<file path="src/rtl/regbank_pkg.sv">
// Shared types and constants for the multi-port register bank.
package regbank_pkg;

  localparam int DEF_DATA_W = 32;
  localparam int DEF_ADDR_W = 5;

  localparam int PORT_A = 0;
  localparam int PORT_B = 1;

  typedef enum logic {
    INIT = 1'b0,
    RUN  = 1'b1
  } state_e;

endpackage

</file>
<file path="src/rtl/regbank_mp_if.sv">
// Write/read port bundle of regbank_mp. The master drives the write and read addresses; the slave returns the read data and the status flags.
interface regbank_mp_if import regbank_pkg::*; #(
  parameter int DATA_W = DEF_DATA_W,
  parameter int ADDR_W = DEF_ADDR_W,
  parameter int NRD    = 2
) ();

  logic [1:0]          wr_en;
  logic [2*ADDR_W-1:0] wr_addr;
  logic [2*DATA_W-1:0] wr_data;
  logic [NRD*ADDR_W-1:0] rd_addr;
  logic [NRD*DATA_W-1:0] rd_data;
  logic                ready;
  logic                wr_conflict;

  modport master (
    output wr_en, wr_addr, wr_data, rd_addr,
    input  rd_data, ready, wr_conflict
  );

  modport slave (
    input  wr_en, wr_addr, wr_data, rd_addr,
    output rd_data, ready, wr_conflict
  );

endinterface

</file>
<file path="src/rtl/regbank_init_fsm.sv">
// Post-reset clear sweep. The sweep visits every address once, then signals that the bank is ready.
module regbank_init_fsm import regbank_pkg::*; #(
  parameter int ADDR_W = DEF_ADDR_W,
  parameter int DEPTH  = 1 << ADDR_W
) (
  input  logic              clk,
  input  logic              reset,
  output logic              clr_en,
  output logic [ADDR_W-1:0] clr_addr,
  output logic              ready
);

  localparam logic [ADDR_W-1:0] LAST = ADDR_W'(DEPTH - 1);

  state_e            state_q, state_d;
  logic [ADDR_W-1:0] clr_ptr_q, clr_ptr_d;

  always_ff @(posedge clk) begin
    if (reset) begin
      state_q   <= INIT;
      clr_ptr_q <= '0;
    end else begin
      state_q   <= state_d;
      clr_ptr_q <= clr_ptr_d;
    end
  end

  always_comb begin
    state_d   = state_q;
    clr_ptr_d = clr_ptr_q;
    clr_en    = 1'b0;
    case (state_q)
      INIT: begin
        // The reset edge itself must leave the storage alone.
        clr_en    = !reset;
        clr_ptr_d = clr_ptr_q + 1'b1;
        if (clr_ptr_q == LAST) begin
          state_d   = RUN;
          clr_ptr_d = '0;
        end
      end
      RUN:     state_d = RUN;
      default: state_d = INIT;
    endcase
  end

  assign clr_addr = clr_ptr_q;
  assign ready    = (state_q == RUN);

endmodule

</file>
<file path="src/rtl/regbank_mp.sv">
// Multi-port register bank: NRD combinational read ports, two prioritised write ports (B beats A), read-after-write bypass.
// Optional build macro ZERO_REG_EN hardwires reg[0] to zero.
module regbank_mp import regbank_pkg::*; #(
  parameter int DATA_W = DEF_DATA_W,
  parameter int ADDR_W = DEF_ADDR_W,
  parameter int DEPTH  = 1 << ADDR_W,
  parameter int NRD    = 2
) (
  input logic         clk,
  input logic         reset,
  regbank_mp_if.slave bus
);

  localparam logic [ADDR_W:0] DEPTH_EXT = (ADDR_W + 1)'(DEPTH);

  logic [DATA_W-1:0] mem_q [DEPTH];

  logic              clr_en;
  logic [ADDR_W-1:0] clr_addr;
  logic              ready;

  logic [ADDR_W-1:0] addr_a, addr_b;
  logic [DATA_W-1:0] data_a, data_b;
  logic              wr_a, wr_b;
  logic              conflict_q, conflict_d;

  // Address that maps onto a real, writable entry.
  function automatic logic addr_ok(input logic [ADDR_W-1:0] a);
    if ({1'b0, a} >= DEPTH_EXT) return 1'b0;
`ifdef ZERO_REG_EN
    if (a == '0) return 1'b0;
`endif
    return 1'b1;
  endfunction

  regbank_init_fsm #(
    .ADDR_W (ADDR_W),
    .DEPTH  (DEPTH)
  ) u_init (
    .clk      (clk),
    .reset    (reset),
    .clr_en   (clr_en),
    .clr_addr (clr_addr),
    .ready    (ready)
  );

  assign addr_a = bus.wr_addr[PORT_A*ADDR_W +: ADDR_W];
  assign addr_b = bus.wr_addr[PORT_B*ADDR_W +: ADDR_W];
  assign data_a = bus.wr_data[PORT_A*DATA_W +: DATA_W];
  assign data_b = bus.wr_data[PORT_B*DATA_W +: DATA_W];

  assign wr_a = ready && bus.wr_en[PORT_A] && addr_ok(addr_a);
  assign wr_b = ready && bus.wr_en[PORT_B] && addr_ok(addr_b);

  assign conflict_d = wr_a && wr_b && (addr_a == addr_b);

  always_ff @(posedge clk) begin
    if (reset) conflict_q <= 1'b0;
    else       conflict_q <= conflict_d;
  end

  // Sweep clear and the two write ports never overlap: writes are gated by ready.
  always_ff @(posedge clk) begin
    for (int i = 0; i < DEPTH; i++) begin
      if (clr_en && clr_addr == ADDR_W'(i))    mem_q[i] <= '0;
      else if (wr_b && addr_b == ADDR_W'(i))   mem_q[i] <= data_b;
      else if (wr_a && addr_a == ADDR_W'(i))   mem_q[i] <= data_a;
    end
  end

  generate
    for (genvar gi = 0; gi < NRD; gi++) begin : g_rd
      logic [ADDR_W-1:0] ra;
      logic [DATA_W-1:0] rd;

      assign ra = bus.rd_addr[gi*ADDR_W +: ADDR_W];

      always_comb begin
        rd = '0;
        if (ready && addr_ok(ra)) begin
          if (wr_b && addr_b == ra)      rd = data_b;
          else if (wr_a && addr_a == ra) rd = data_a;
          else                           rd = mem_q[ra];
        end
      end

      assign bus.rd_data[gi*DATA_W +: DATA_W] = rd;
    end
  endgenerate

  assign bus.ready       = ready;
  assign bus.wr_conflict = conflict_q;

endmodule

</file>
<file path="src/flat_wrapper.sv">
// flat-port wrapper written by rule: the top's interface ports become plain ports
module regbank_mp_flat import regbank_pkg::*;
#(
  parameter int DATA_W = DEF_DATA_W,
  parameter int ADDR_W = DEF_ADDR_W,
  parameter int DEPTH  = 1 << ADDR_W,
  parameter int NRD    = 2
)
  (clk, reset, bus_wr_en, bus_wr_addr, bus_wr_data, bus_rd_addr, bus_rd_data, bus_ready, bus_wr_conflict);
  regbank_mp_if #(.DATA_W(DATA_W), .ADDR_W(ADDR_W), .NRD(NRD)) bus_i ();
  input logic clk;
  input logic reset;
  input wire logic [$bits(bus_i.wr_en)-1:0] bus_wr_en;
  input wire logic [$bits(bus_i.wr_addr)-1:0] bus_wr_addr;
  input wire logic [$bits(bus_i.wr_data)-1:0] bus_wr_data;
  input wire logic [$bits(bus_i.rd_addr)-1:0] bus_rd_addr;
  output wire logic [$bits(bus_i.rd_data)-1:0] bus_rd_data;
  output wire logic [$bits(bus_i.ready)-1:0] bus_ready;
  output wire logic [$bits(bus_i.wr_conflict)-1:0] bus_wr_conflict;
  assign bus_i.wr_en = bus_wr_en;
  assign bus_i.wr_addr = bus_wr_addr;
  assign bus_i.wr_data = bus_wr_data;
  assign bus_i.rd_addr = bus_rd_addr;
  assign bus_rd_data = bus_i.rd_data;
  assign bus_ready = bus_i.ready;
  assign bus_wr_conflict = bus_i.wr_conflict;
  regbank_mp #(.DATA_W(DATA_W), .ADDR_W(ADDR_W), .DEPTH(DEPTH), .NRD(NRD)) u_core (.clk(clk), .reset(reset), .bus(bus_i));
endmodule
</file>
<file path="config.mk">
export PLATFORM = sky130hd
export DESIGN_NAME = regbank_mp_flat
export DESIGN_NICKNAME = d
export VERILOG_FILES = /design/src/rtl/regbank_pkg.sv /design/src/rtl/regbank_mp_if.sv /design/src/rtl/regbank_init_fsm.sv /design/src/rtl/regbank_mp.sv /design/src/flat_wrapper.sv
export SDC_FILE = /design/constraint.sdc
export NUM_CORES = 2
export LEC_CHECK = 0
export CORE_UTILIZATION = 29
export DETAILED_ROUTE_END_ITERATION = 10
export GPL_ROUTABILITY_DRIVEN = 0
export PLACE_DENSITY = 0.43
export SLEW_MARGIN = 20
export SYNTH_ARGS = -nofsm -noshare
export SYNTH_HDL_FRONTEND = slang
export SYNTH_SLANG_ARGS = --single-unit
</file>
<file path="constraint.sdc">
create_clock -name clk -period 5.3 [get_ports clk]
set_clock_uncertainty 0.15 [all_clocks]
set_input_delay 0.795 -clock clk [delete_from_list [all_inputs] [get_ports clk]]
set_output_delay 0.795 -clock clk [all_outputs]
set_load 0.01 [all_outputs]
</file>
=== Word level (Yosys, flattened, before mapping) ===
Memories as Yosys holds them, arrays and structs flattened.
Cells that the tools add are included.

* Flip-flop bits (word level): 7
* Memory bits (writable): 1024
* Bits of input ports: 88
* Output and inout bits: 66
* Word-level logic and storage cells: 638
* Memories kept: 1

{| class="wikitable"
|+ Memories
! name !! words !! width !! rd ports !! clocked after Yosys merged registers in !! write ports !! line !! text
|-
| u_core.mem_q || 32 || 32 || 2 || 0 || 32 || regbank_mp.sv:16 || <nowiki>logic [DATA_W-1:0] mem_q [DEPTH];</nowiki>
|}

* $add $sub $neg: 1
* Eq/ne operators: 98
* Muxes and demuxes: 362
* Bitwise operators: 65
* Reductions and logical operators: 108

{| class="wikitable"
|+ Operator list
! cell !! number
|-
| $mux W32 || 70
|-
| $mux W1 || 290
|-
| $eq A5 B5 Y1 const B || 48
|-
| $eq A5 B4 Y1 const B || 24
|-
| $logic_and A1 B1 Y1 || 104
|-
| $or A1 B1 Y1 || 64
|-
| $eq A5 B3 Y1 const B || 12
|-
| $eq A5 B2 Y1 const B || 6
|-
| $eq A5 B5 Y1 || 5
|-
| $eq A5 B1 Y1 const B || 3
|-
| $logic_not A5 Y1 || 3
|-
| $add A5 B1 Y5 const B || 1
|-
| $mux W5 || 1
|-
| $pmux W1 S2 || 1
|-
| $logic_not A1 Y1 || 1
|-
| $not A1 Y1 || 1
|}

=== Logic depth before layout (Yosys ltp) ===
* Depth after elaboration: 7
* Mapped depth: 10
* Gate-level depth less buffers: 6

=== Hierarchy ===
A second synthesis with hierarchy kept.

* Cells, all modules: 4484
* Area total of the unflattened synthesis: 61138.6 µm²

{| class="wikitable"
|+ By module, submodules not included
! module !! times used !! cells each !! area an instance (µm²) !! seq. area each (µm²)
|-
| regbank_mp || 1 || 4455 || 60869.6 || 30769.5
|-
| regbank_init_fsm || 1 || 29 || 269.0 || 120.1
|}

=== Worst setup path after synthesis ===
Ideal clock, no wire load.

* Kind: input to register
* From: input bus_wr_addr[0]
* To: memory u_core.mem_q[12][0] (netlist bit) (enable)
* Setup time: 0.466 ns
* Data arrival time: 3.987 ns
* Slack: 0.698 ns
* Stages: 4
* Path buffers: 2
* Cell sequence: buf_2 > or4_1 > buf_2 > o21ai_0

{| class="wikitable"
|+ RTL lines
! item !! line !! text
|-
| start, declared || flat_wrapper.sv:14 || <nowiki>input wire logic [$bits(bus_i.wr_addr)-1:0] bus_wr_addr;</nowiki>
|-
| end, declared || regbank_mp.sv:16 ||
|}

=== Worst setup path in the final report ===
* From: input bus_rd_addr[4]
* To: output bus_rd_data[24]

* Cells in the longest elaborated chain, start to end: 5
* Elaborated cells between the ends (all ways): 8
* Classes of those cells: 2 x eq/ne; 3 x mux; 2 x reduce/logical; 1 x memory

{| class="wikitable"
|+ RTL lines
! item !! line !! text
|-
| start, declared || flat_wrapper.sv:16 || <nowiki>input wire logic [$bits(bus_i.rd_addr)-1:0] bus_rd_addr;</nowiki>
|-
| branches (longest 3 deep; another with $mem_v2 Z32 W32) || -- ||
|-
| $mux W32 * || regbank_mp.sv:81 || <nowiki>if (wr_b && addr_b == ra) rd = data_b;</nowiki>
|-
| $mux W32 * || regbank_mp.sv:80 || <nowiki>if (ready && addr_ok(ra)) begin</nowiki>
|-
| end, declared || flat_wrapper.sv:17 || <nowiki>output wire logic [$bits(bus_i.rd_data)-1:0] bus_rd_data;</nowiki>
|}

Every way passes the cells marked *.

==> flow_summary.json <==
{
  "tritoncts": "done",
  "max_stage_delay_ps": 790,
  "post_cts_buffers": 0,
  "synth.distinct_cells": 61,
  "die_w_um": 457.8,
  "final_util_pct": 34.42,
  "fp.dieArea_sq_um": 209600,
  "grt_pass1_vias": 44920,
  "cp-start-kind": "input port",
  "crit_type": "in2out",
  "finalNonFillerCells": 6955,
  "cts_hold_buffers": 0,
  "yosysWarnings": 0,
  "htree_levels": 3,
  "route.detailed.drc": 0,
  "core-area_sq_um": 205400,
  "dpl_cell_area_sq_um": 66880,
  "post-route-period-util_pct": 98.60,
  "layout_min_cycle_time_ps": 5226,
  "via_per_inst": 6.628,
  "synth_cells": 4192,
  "slowest_stage": "a211oi_1",
  "critPathArrivalTime_ps": 4280,
  "max_cap_viol_count": 0,
  "crit_buf_inv": 5,
  "p_per_area_nw_per_um2": 270.0,
  "start_util_pct": 29.33,
  "p_leak_uw": 0.02519,
  "area_delta_synth_final_pct": 17.37,
  "clockBufferDepth": 3,
  "hold_violations": 0,
  "clock_latency_ps": 760,
  "crit_required_ps": 4360,
  "rsz0062_at_grt": "false",
  "slew_headroom_pct": 21.37,
  "wire_per_inst_um": 42.91,
  "cts_resized": 1,
  "worstMarginPinSlew_ps": 1176,
  "finalSetupViolations": 0,
  "end_kind": "output port",
  "hold_path_class": "reg2reg",
  "grt.overflow.total": 0,
  "synthesis.area_sq_um": 60240,
  "finalMaxSlewViolations": 0,
  "io_pins": 154,
  "clkTransAtPathRegs_ps": 60,
  "drt-total-wl_um": 298500,
  "fin_hold_ws_ps": 414.7,
  "die_h_um": 457.8,
  "synthFlopType": "edfxtp_1",
  "dp_cells": 6732,
  "cts_buffers": 118,
  "nets": 4258,
  "ir_worst_vdd_mv": 0.2623,
  "async_reset_ff_share_pct": 0,
  "layout-drive-gt1-share_pct": 26.68,
  "path_cells": "clkdlybuf4s50_1 -> buf_12 -> and2_2 -> buf_12 -> a22o_1 -> a211oi_1 -> nor4_1 -> buf_4 -> a221o_1 -> clkdlybuf4s50_1",
  "grt_pass1_wl_um": 401600,
  "drt-initial-drc-count": 5743,
  "vias": 46100,
  "grt_usage_pct": 27.77,
  "grt_max_degree": 69,
  "hpwl_um": 181800,
  "outcome": "finished, final reports clean",
  "synth_edf_count": 1024,
  "critPathMaxFanout": 32,
  "synthesis.nets": 4286,
  "cts_root_buffer": "clkbuf_16",
  "synth_seq_cells": 1031,
  "maxClockFrequency_mhz": 191.4,
  "cts.sinks": 1031,
  "ant_nets": 0,
  "antenna_found_initial": 14,
  "firstDrtPassIters": 6,
  "critical_path.top_delay_family": "buffers and inverters",
  "num_rows": 166,
  "ys_seq_area_share_pct": 51.28,
  "place.port_buffers": 153,
  "stdcell_area_sq_um": 70700,
  "postSynthAreaPerCell_sq_um": 14.37
}
## report_power, final
| group | leakage, uW | switching, uW | internal (uW) |
|---|---|---|---|
| combinational | 0.0118 | 1240 | 568 |
| sequential | 0.0115 | 21.4 | 8880 |
| clock | 0.00185 | 3730 | 4660 |
| total | 0.0252 | 4990 | 14100 |
## through the flow
stage               worst slack, ps  setup TNS [ps]  total power [uW]
global route                  142.6               0             19490
floorplan                     697.8               0              9993
global placement             -36.84          -36.84             10840
detailed placement           -43.62          -43.62             10840
finish                        74.46               0             19090
CTS                           167.5               0             19140
## logic make-up (layout without fill, tap and decap cells)
| family | count (synthesis) | after routing | synth area share (%) |
|---|---|---|---|
| muxes | 621 | 621 | 19.27 |
| other | 0 | 5 | 0 |
| xor gates and xnor gates | 25 | 25 | 0.3635 |
| buffers and inverters | 698 | 768 | 5.012 |
| DFF | 1031 | 1031 | 51.28 |
| and+or+nand+nor | 283 | 283 | 2.632 |
| AOI/OAI and AO/OA | 1528 | 1528 | 21.32 |
| adders and majority gates | 6 | 6 | 0.1246 |
## worst paths after layout
path	start	end	cells after the start	slack, ps
setup / recovery	bus_rd_addr[4]	bus_rd_data[24]	10	70
setup reg to reg	u_core.u_init.ready	u_core.mem_q[12][10]	5	1850
hold reg to reg	u_core.u_init.clr_addr[1]	u_core.u_init.clr_addr[3]	2	410
hold / removal	u_core.u_init.clr_addr[1]	u_core.u_init.clr_addr[3]	2	410
## worst register-to-register path, stage by stage, from the launching register on
cell and delay, ps:
dfxtp_1 600, nand2_1 290, or4_1 890, a2111oi_4 420
buf_4 690, a22o_1 290
## cells in the final DEF (no fill, tap or decap), drive strengths merged, types with 7 or more instances in the layout
master,synthesis,layout
clkinv,0,55
nor3,15,15
nor4,42,42
o22a,15,15
or4b,16,16
a32oi,16,16
buf,264,404
nand2,70,70
mux4,431,431
nand3,8,8
bufinv,0,11
a2111oi,32,32
dfxtp,7,7
clkdlybuf4s50,0,141
a22oi,50,50
nor2,59,59
nand3b,9,9
a21oi,44,44
o21ai,59,59
nand2b,10,10
o2111a,7,7
edfxtp,1024,1024
a211oi,39,39
xnor2,15,15
mux2i,189,189
a221o,23,23
o221ai,47,47
o22ai,133,133
nor2b,7,7
clkbuf,429,144
xor2,10,10
inv,5,8
a22o,1056,1056
and3,18,18
## registers in the layout (all words and copies together), names as in the netlist
register	cells
u_core.bus.wr_conflict	1
u_core.u_init.clr_addr	5
u_core.u_init.ready	1
u_core.mem_q	1024
## metal layers
metal  up-vias  part of all wire (%)  global-route usage (%)
met1     24850                    40                   36.42
met3       614                   8.9                   5.448
met4         4                   5.1                   12.92
met5         -                 0.011                       0
li1      17840                     -                       -
met2      2786                    46                   44.06
## synth_stat cells (16+ instances only)
master	instances	area (sq um)
a22oi_1	50	375.4
o22ai_1	133	832.1
buf_1	78	292.8
and3_1	18	112.6
a2111oi_2	28	420.4
a32oi_1	16	140.1
or4b_1	16	160.2
o21ai_0	58	290.3
a22o_1	1056	9249
mux4_2	431	9707
buf_2	136	680.7
a21oi_1	44	220.2
a221o_1	23	230.2
a211oi_1	39	292.8
nor2_1	59	221.5
edfxtp_1	1024	30750
clkbuf_1	426	1599
nand2_1	70	262.8
o221ai_1	47	411.6
nor4_1	42	262.8
mux2i_1	189	1892
buf_4	40	300.3
## area by class of cell
type	count	area [sq um]
fillers	19500	134700
flip-flops and latches	1031	30890
multi-input cells	2463	27410
repair buffers	545	5201
well taps	2688	3363
clock buffers	144	3072
clock inverters	74	734.5
inverters	5	18.77
diodes	5	12.51
Note: power is estimated with default switching activity, not from simulation.
